File: src/rtl/hazard_ctrl_unit_pkg.sv
// Shared pipeline definitions for hazard control: FSM encodings, register constants
// and the ID/EX control word that a bubble forces to NOP.
package hazard_ctrl_unit_pkg;

  typedef enum logic [1:0] {
    ST_RUN = 2'b00,
    ST_LU  = 2'b01,
    ST_MEM = 2'b10
  } hazState_t;

  localparam logic [4:0] REG_ZERO = 5'd0;

  typedef struct packed {
    logic       regWrite;
    logic       memRead;
    logic       memWrite;
    logic       branch;
    logic       aluSrc;
    logic [2:0] aluOp;
  } idexCtrl_t;

  // A bubble must not write registers or touch memory, so every field is zero.
  localparam idexCtrl_t NOP_CTRL = '0;

  function automatic logic isLoadUse(
    input logic       exMemRead,
    input logic [4:0] exRd,
    input logic [4:0] idRs1,
    input logic [4:0] idRs2
  );
    return exMemRead && (exRd != REG_ZERO) && ((exRd == idRs1) || (exRd == idRs2));
  endfunction

endpackage

File: src/rtl/sat_counter.sv
// Saturating up-counter with synchronous clear; reset outranks clear, clear outranks increment.
module sat_counter #(
  parameter int W = 32
) (
  input  logic         clk_i,
  input  logic         rst_i,
  input  logic         clr_i,
  input  logic         inc_i,
  output logic [W-1:0] cnt_o
);

  always_ff @(posedge clk_i) begin
    if (rst_i) begin
      cnt_o <= '0;
    end else if (clr_i) begin
      cnt_o <= '0;
    end else if (inc_i && (cnt_o != {W{1'b1}})) begin
      cnt_o <= cnt_o + 1'b1;
    end
  end

endmodule

File: src/rtl/hazard_ctrl_unit.sv
// Pipeline hazard control: load-use bubbles, ID branch flushes and dcache-miss freezes,
// with saturating performance counters for each.
module hazard_ctrl_unit
  import hazard_ctrl_unit_pkg::*;
#(
  parameter int CNT_W = 32
) (
  input  logic             clk_i,
  input  logic             rst_i,
  input  logic [4:0]       idRs1_i,
  input  logic [4:0]       idRs2_i,
  input  logic             exMemRead_i,
  input  logic [4:0]       exRd_i,
  input  logic             idBranchTaken_i,
  input  logic             memStall_i,
  input  logic             cntClear_i,
  output logic             pcWrite_o,
  output logic             ifidWrite_o,
  output logic             ifidFlush_o,
  output logic             idexBubble_o,
  output logic             pipeHold_o,
  output logic [1:0]       state_o,
  output logic [CNT_W-1:0] luStallCnt_o,
  output logic [CNT_W-1:0] flushCnt_o,
  output logic [CNT_W-1:0] missCycCnt_o
);

  hazState_t state;
  hazState_t nextState;
  logic      loadUse;

  // The instruction that was just bubbled is still in ID next cycle; masking here
  // guarantees one bubble per load-use event.
  assign loadUse = isLoadUse(exMemRead_i, exRd_i, idRs1_i, idRs2_i) && (state != ST_LU);

  // Releasing from MEM uses the same rules as RUN, so a deferred branch or
  // pending load-use acts on the very cycle memStall_i drops.
  always_comb begin
    pcWrite_o    = 1'b1;
    ifidWrite_o  = 1'b1;
    ifidFlush_o  = 1'b0;
    idexBubble_o = 1'b0;
    pipeHold_o   = 1'b0;
    nextState    = ST_RUN;
    if (memStall_i) begin
      pipeHold_o  = 1'b1;
      pcWrite_o   = 1'b0;
      ifidWrite_o = 1'b0;
      nextState   = ST_MEM;
    end else if (loadUse) begin
      pcWrite_o    = 1'b0;
      ifidWrite_o  = 1'b0;
      idexBubble_o = 1'b1;
      nextState    = ST_LU;
    end else if (idBranchTaken_i) begin
      ifidFlush_o = 1'b1;
    end
  end

  always_ff @(posedge clk_i) begin
    if (rst_i) begin
      state <= ST_RUN;
    end else begin
      state <= nextState;
    end
  end

  assign state_o = state;

  sat_counter #(.W(CNT_W)) luStallCounter (
    .clk_i (clk_i),
    .rst_i (rst_i),
    .clr_i (cntClear_i),
    .inc_i (idexBubble_o),
    .cnt_o (luStallCnt_o)
  );

  sat_counter #(.W(CNT_W)) flushCounter (
    .clk_i (clk_i),
    .rst_i (rst_i),
    .clr_i (cntClear_i),
    .inc_i (ifidFlush_o),
    .cnt_o (flushCnt_o)
  );

  sat_counter #(.W(CNT_W)) missCycCounter (
    .clk_i (clk_i),
    .rst_i (rst_i),
    .clr_i (cntClear_i),
    .inc_i (pipeHold_o),
    .cnt_o (missCycCnt_o)
  );

endmodule

File: config.mk
export PLATFORM = sky130hd
export DESIGN_NAME = hazard_ctrl_unit
export DESIGN_NICKNAME = d
export VERILOG_FILES = /design/src/rtl/hazard_ctrl_unit_pkg.sv /design/src/rtl/sat_counter.sv /design/src/rtl/hazard_ctrl_unit.sv
export SDC_FILE = /design/constraint.sdc
export NUM_CORES = 1
export LEC_CHECK = 0
export CAP_MARGIN = 20
export CORE_AREA = 2 2 114 116
export CTS_BUF_LIST = sky130_fd_sc_hd__clkbuf_16
export CTS_CLUSTER_SIZE = 20
export DETAILED_ROUTE_END_ITERATION = 12
export DIE_AREA = 0 0 116 118
export PLACE_DENSITY = 0.74
export SETUP_SLACK_MARGIN = 0.1
export SYNTH_ARGS = -nofsm -noshare
export SYNTH_HDL_FRONTEND = slang
export SYNTH_SLANG_ARGS = --single-unit
File: constraint.sdc
create_clock -name clk_i -period 8.19 [get_ports clk_i]
set_input_delay 2.457 -clock clk_i [delete_from_list [all_inputs] [get_ports clk_i]]
set_output_delay 2.457 -clock clk_i [all_outputs]
set_load 0.01 [all_outputs]
Yosys cells after proc, flatten, opt, wreduce, memory -nomap -nowiden --
Cells that the tools add are included.
Operators by class: bitwise gates (word level) 0, reductions and logical operators 10, shift-type cells 0, muxes and demuxes 10, equality and inequality tests 6, $mul 0, add/subtract/negate cells 3, divide/modulo/power cells 0, $lt $le $gt $ge 0
Operators with widths (number):
- 32-bit by 1-bit adder with 32-bit output, second input constant | 3
- 32-bit != test, second input constant | 3
- 5-bit equality test | 2
- 1-bit 2-to-1 mux | 9
- 1-bit logical AND | 6
- 5-bit nonzero test | 1
- 2-bit OR reduction | 2
- 2-bit 2-to-1 mux | 1
- 2-bit by 1-bit != test with 1-bit output, second input constant | 1
- 1-bit logical OR | 1
Word-level totals: memory bits (read-only) 0, word-level logic and storage cells 34, bits in registers 98, memories 0, bits in latches 0, bits in writable memories 0, output and inout port bits 103

Logic depth before layout (Yosys ltp) --
depth after elaboration 7, mapped depth 10, depth with buffers taken out 7

Hierarchy --
Synthesis repeated with hierarchy kept, for this count alone.
Second synthesis, totals: cell total of the unflattened synthesis 624, area total of the unflattened synthesis 5104.9 sq um
Modules (own cells, without submodules):
- sat_counter | cells each 198, times used 3, area each 1620.3 sq um
- hazard_ctrl_unit | cells each 30, times used 1, area each 244.0 sq um

Worst setup path after synthesis --
OpenSTA, ideal clock, no wires.
kind input to output, from in exRd_i[1], to out pcWrite_o, data required time 5.733 ns, slack 1.991 ns, arrival time 3.742 ns, stages on the path 5, buffers on the path 1, path through or4_1 -> o221ai_1 -> nor2_1 -> nor2_1 -> buf_4
Between the ends: cells in the longest elaborated chain, start to end 6
RTL lines:
- from (decl) | RTL line hazard_ctrl_unit.sv:13 | input logic [4:0] exRd_i,
- 5-bit equality test / 5-bit nonzero test (equally long branches) | RTL line hazard_ctrl_unit_pkg.sv:31 | return exMemRead && (exRd != REG_ZERO) && ((exRd == idRs1) || (exRd == idRs2));
- 1-bit logical OR / 1-bit logical AND (equally long branches) | RTL line hazard_ctrl_unit_pkg.sv:31
- 1-bit logical AND * | RTL line hazard_ctrl_unit_pkg.sv:31
- 1-bit logical AND * | RTL line hazard_ctrl_unit.sv:34 | assign loadUse = isLoadUse(exMemRead_i, exRd_i, idRs1_i, idRs2_i) && (state != ST_LU);
- 1-bit 2-to-1 mux * (2 in series)
- to (decl) | RTL line hazard_ctrl_unit.sv:17 | output logic pcWrite_o,
Every way passes the cells marked *; elsewhere a longest branch is shown, timed or not.

Worst setup path after layout --
from in exRd_i[1], to out idexBubble_o
Between the ends: cells in the longest elaborated chain, start to end 6
RTL lines:
- 5-bit equality test / 5-bit nonzero test (equally long branches) | RTL line hazard_ctrl_unit_pkg.sv:31
- 1-bit logical OR / 1-bit logical AND (equally long branches) | RTL line hazard_ctrl_unit_pkg.sv:31
- 1-bit logical AND * | RTL line hazard_ctrl_unit_pkg.sv:31
- 1-bit logical AND * | RTL line hazard_ctrl_unit.sv:34
- 1-bit 2-to-1 mux * | RTL line hazard_ctrl_unit.sv:50 | end else if (loadUse) begin
- 1-bit 2-to-1 mux * | RTL line hazard_ctrl_unit.sv:45 | if (memStall_i) begin
- to (decl) | RTL line hazard_ctrl_unit.sv:20 | output logic idexBubble_o,
Marked as above.

==> flow_summary_export.csv <==
group,metric,value,unit
run_status,status,"completed",
logic_synthesis,synth_flop_cell,"dfxtp_1",
logic_synthesis,postSynthRegisterBits,98,
pwr,totalPowerFinal,972.4,uW
logic_synthesis,synth.avg_cell_area,8.050,sq um
logic_synthesis,main_combinational_cell_family_by_area_after_synthesis,"simple AND/OR/NAND/NOR gates",
detailed_routing,drc_markers,0,
clocking,cts_sinks,98,
logic_synthesis,post_synth_and_or_nand_nor_area_fraction,34.01,%
placed_design,port_buffers,123,
timing,worst_clock_skew,0.005850,ns
grt,grt_pass1_vias,4483,
logic_synthesis,synth_area,4918,sq um
finish,syn2layout_area_growth,33.73,%
die,initial_utilization,39.62,%
detailed_routing,avg_wl_per_cell,14.82,microns
worst_setup_path,worst_r2r_startpoint,"luStallCounter.cnt_o[18]$_SDFFE_PP0P_",
logic_synthesis,ys_top_cells_by_count,"dfxtp_1 (98), a21oi_1 (55), nand2_1 (53)",
die,chipHeight,118,microns
logic_synthesis,synthMuxAreaShare,0.8140,%
pwr,leakage,0.001921,uW
pwr,power_density,147.8,nW/um^2
worst_setup_path,ff2ff_path_depth,6,
logic_synthesis,synth.lib_cells_used.distinct,47,
worst_setup_path,worst-endpoint-required,5.73,ns
clocking,post-cts-setup-buffers,0,
grt,grt_pass1_wl,20.93,mm
detailed_routing,detail_route.wirelength,13.26,mm
worst_setup_path,worst_setup_path_endpoint,"idexBubble_o",
worst_setup_path,worst-setup-path-type,"in2out",
die,ioPinCount,124,
clocking,cts.htree.levels,3,
logic_synthesis,yosys.area_share.xor_xnor,6.054,%
die,row_count,41,
grt,grt_antenna_before_repair,0,
finish,antenna-diode-count,0,
die,chipWidth,116,microns
clocking,cts_inserted_buffers,9,
grt,groute.usage.overall,18.71,%
clocking,cts.root.buffer_cell,"clkbuf_16",
worst_setup_path,crit_path_end_kind,"output pin",
timing,finalCriticalPeriod,7.296,ns
die,die_area,13690,sq um
timing,post-route-period-util,89.08,%
timing,rsz0062_at_grt,"false",
placed_design,place_area,6261,sq um
worst_setup_path,startpoint,"exRd_i[1]",
clocking,hold_buffers,0,
logic_synthesis,yosys_warnings,0,
clocking,clk-insertion-delay-late,0.35,ns
pwr,ir_drop,0.09069,mV
timing,transition_at_the_pin_with_the_smallest_max_transition_slack,0.9169,ns
timing,setup-tns-final,0,ns
detailed_routing,drt_first_iter_violations,289,
logic_synthesis,synth_fp_nets,635,
logic_synthesis,synth_adder_area_share,0.7632,%
worst_setup_path,arrival_time_reported_for_the_critical_path_endpoint,4.84,ns
logic_synthesis,synthDominantCellAreaShare,39.89,%
clocking,max-clock-path-buffers,2,
die,placeableCoreArea,12410,sq um
clocking,clock_transition_at_path_regs,0.06,ns
worst_setup_path,rrSetupSlack,5.37,ns
clocking,post_cts_resize_count,0,
timing,finalSetupViolations,0,
finish,stdcell_area,6578,sq um
logic_synthesis,synth_largest_area_cell,"dfxtp_1",
logic_synthesis,synthTopCellsByArea,"dfxtp_1 (40%), a21oi_1 (5.6%), or3_1 (5.5%), xnor2_1 (5.3%), nand3_1 (4.5%)",
finish,drive_above_1_share,3.320,%
worst_setup_path,path_max_fanout,10,
finish,finish.net_count,743,
logic_synthesis,yosysSeqAreaShare,39.89,%
placed_design,place.detailed.hpwl,9.407,mm
worst_setup_path,worst_r2r_endpoint,"luStallCounter.cnt_o[6]$_SDFFE_PP0P_",
min_path,hold_path.class,"reg2reg",
detailed_routing,first_pass_iters,5,
worst_setup_path,setup.worst_path.start_class,"input pin",
timing,report.final.slew_viol_count,0,
logic_synthesis,edff_count_synth,0,
logic_synthesis,synth-async-reset-ratio,0,%
timing,timing.final.hold_violations,0,
placed_design,routabilityCongestion,0.8065,
detailed_routing,routed_via_density,5.621,
detailed_routing,postRouteAntennaNets,0,
grt,overflow,0,
logic_synthesis,synth_most_common_cell,"dfxtp_1",
clocking,cts_tree,"yes",
timing,max-slew-margin-rel,38.81,%
grt,grt_max_degree,56,
job,max_capacitance_violation_count,0,
detailed_routing,detailroute.via_count,5031,
timing,fmax,137.1,MHz
logic_synthesis,synth_cells,611,
logic_synthesis,synth-compound-area-share,15.47,%
[how the worst min path moves through the flow]
| stage | start | end | depth (start not counted) |
|---|---|---|---|
| after floorplan | luStallCounter.cnt_o[10]$_SDFFE_PP0P_ | luStallCounter.cnt_o[10]$_SDFFE_PP0P_ | 2 |
| after global placement | luStallCounter.cnt_o[10]$_SDFFE_PP0P_ | luStallCounter.cnt_o[10]$_SDFFE_PP0P_ | 2 |
| after detailed placement | luStallCounter.cnt_o[12]$_SDFFE_PP0P_ | luStallCounter.cnt_o[12]$_SDFFE_PP0P_ | 2 |
| after CTS | luStallCounter.cnt_o[12]$_SDFFE_PP0P_ | luStallCounter.cnt_o[12]$_SDFFE_PP0P_ | 2 |
| after global routing | luStallCounter.cnt_o[16]$_SDFFE_PP0P_ | luStallCounter.cnt_o[16]$_SDFFE_PP0P_ | 2 |
| final | flushCounter.cnt_o[16]$_SDFFE_PP0P_ | flushCounter.cnt_o[16]$_SDFFE_PP0P_ | 2 |
[per-stage QoR]
step | std cells | hold WS, ns | setup WS [ns] | util, %
floorplan | 611 | 0.4951 | 1.991 | -
global placement | 879 | 0.4686 | 0.9876 | 50.43
detailed placement | 879 | 0.4889 | 0.9232 | 50.43
CTS | 894 | 0.5013 | 0.9161 | 52.92
global route | 895 | 0.5239 | 0.7603 | 52.98
finish | 895 | 0.5087 | 0.8940 | 52.98
[flip-flops by register name (all words and copies together), names as in the netlist]
name / cells
state_o: 2
missCycCounter.cnt_o: 32
flushCounter.cnt_o: 32
luStallCounter.cnt_o: 32
[cells by family (layout without fill, tap and decap cells)]
family | count (synthesis) | in the layout
AOI/OAI and AO/OA | 133 | 133
xor gates and xnor gates | 34 | 34
adders and majority gates | 3 | 3
buffers and inverters | 36 | 148
DFF | 98 | 98
muxes | 4 | 4
and+or+nand+nor | 303 | 303
[metal layers]
metal / vias to the layer above / routed length (microns) / track usage [%]
met2: 144 / 6162 / 30.41
li1: 2484 / - / -
met4: 0 / 147 / 5.060
met3: 15 / 995 / 6.488
met1: 2388 / 5960 / 23.43
met5: - / 0 / 0
[layout by cell type, fill, tap and decap left out, drive strengths merged, types with 4 or more instances in the layout]
master	instances
nand3	44
clkbuf	9
o21ai	44
nand2	53
or3	43
nand4	24
and2	5
mux2i	4
o211ai	5
nor2	40
xor2	4
or4	22
and4	12
xnor2	30
dfxtp	98
o31ai	16
clkdlybuf4s50	123
a21oi	55
nor2b	4
nor3	20
nor4	11
and3	13
inv	8
[critical path, stage by stage]
cell	delay [ns]
clkdlybuf4s50_1	0.47
or4_1	0.57
o221ai_1	0.39
nor2_1	0.13
nand2_1	0.28
inv_1	0.06
clkdlybuf4s50_1	0.48
[power breakdown]
| part | internal (uW) | switching [uW] | total, uW |
|---|---|---|---|
| registers | 477 | 1.04 | 478 |
| logic | 19.4 | 25.3 | 44.7 |
| clock network | 264 | 185 | 449 |
[final cells by class]
type	instances	area, sq um
Fill cell	1167	5837
Clock buffer	9	225.2
Tap cell	172	215.2
Clock inverter	6	83.83
Multi-Input combinational cell	477	2811
Inverter	7	26.28
Sequential cell	98	1962
Timing Repair Buffer	126	1254
No activity file was read; power rests on OpenSTA's default activity.
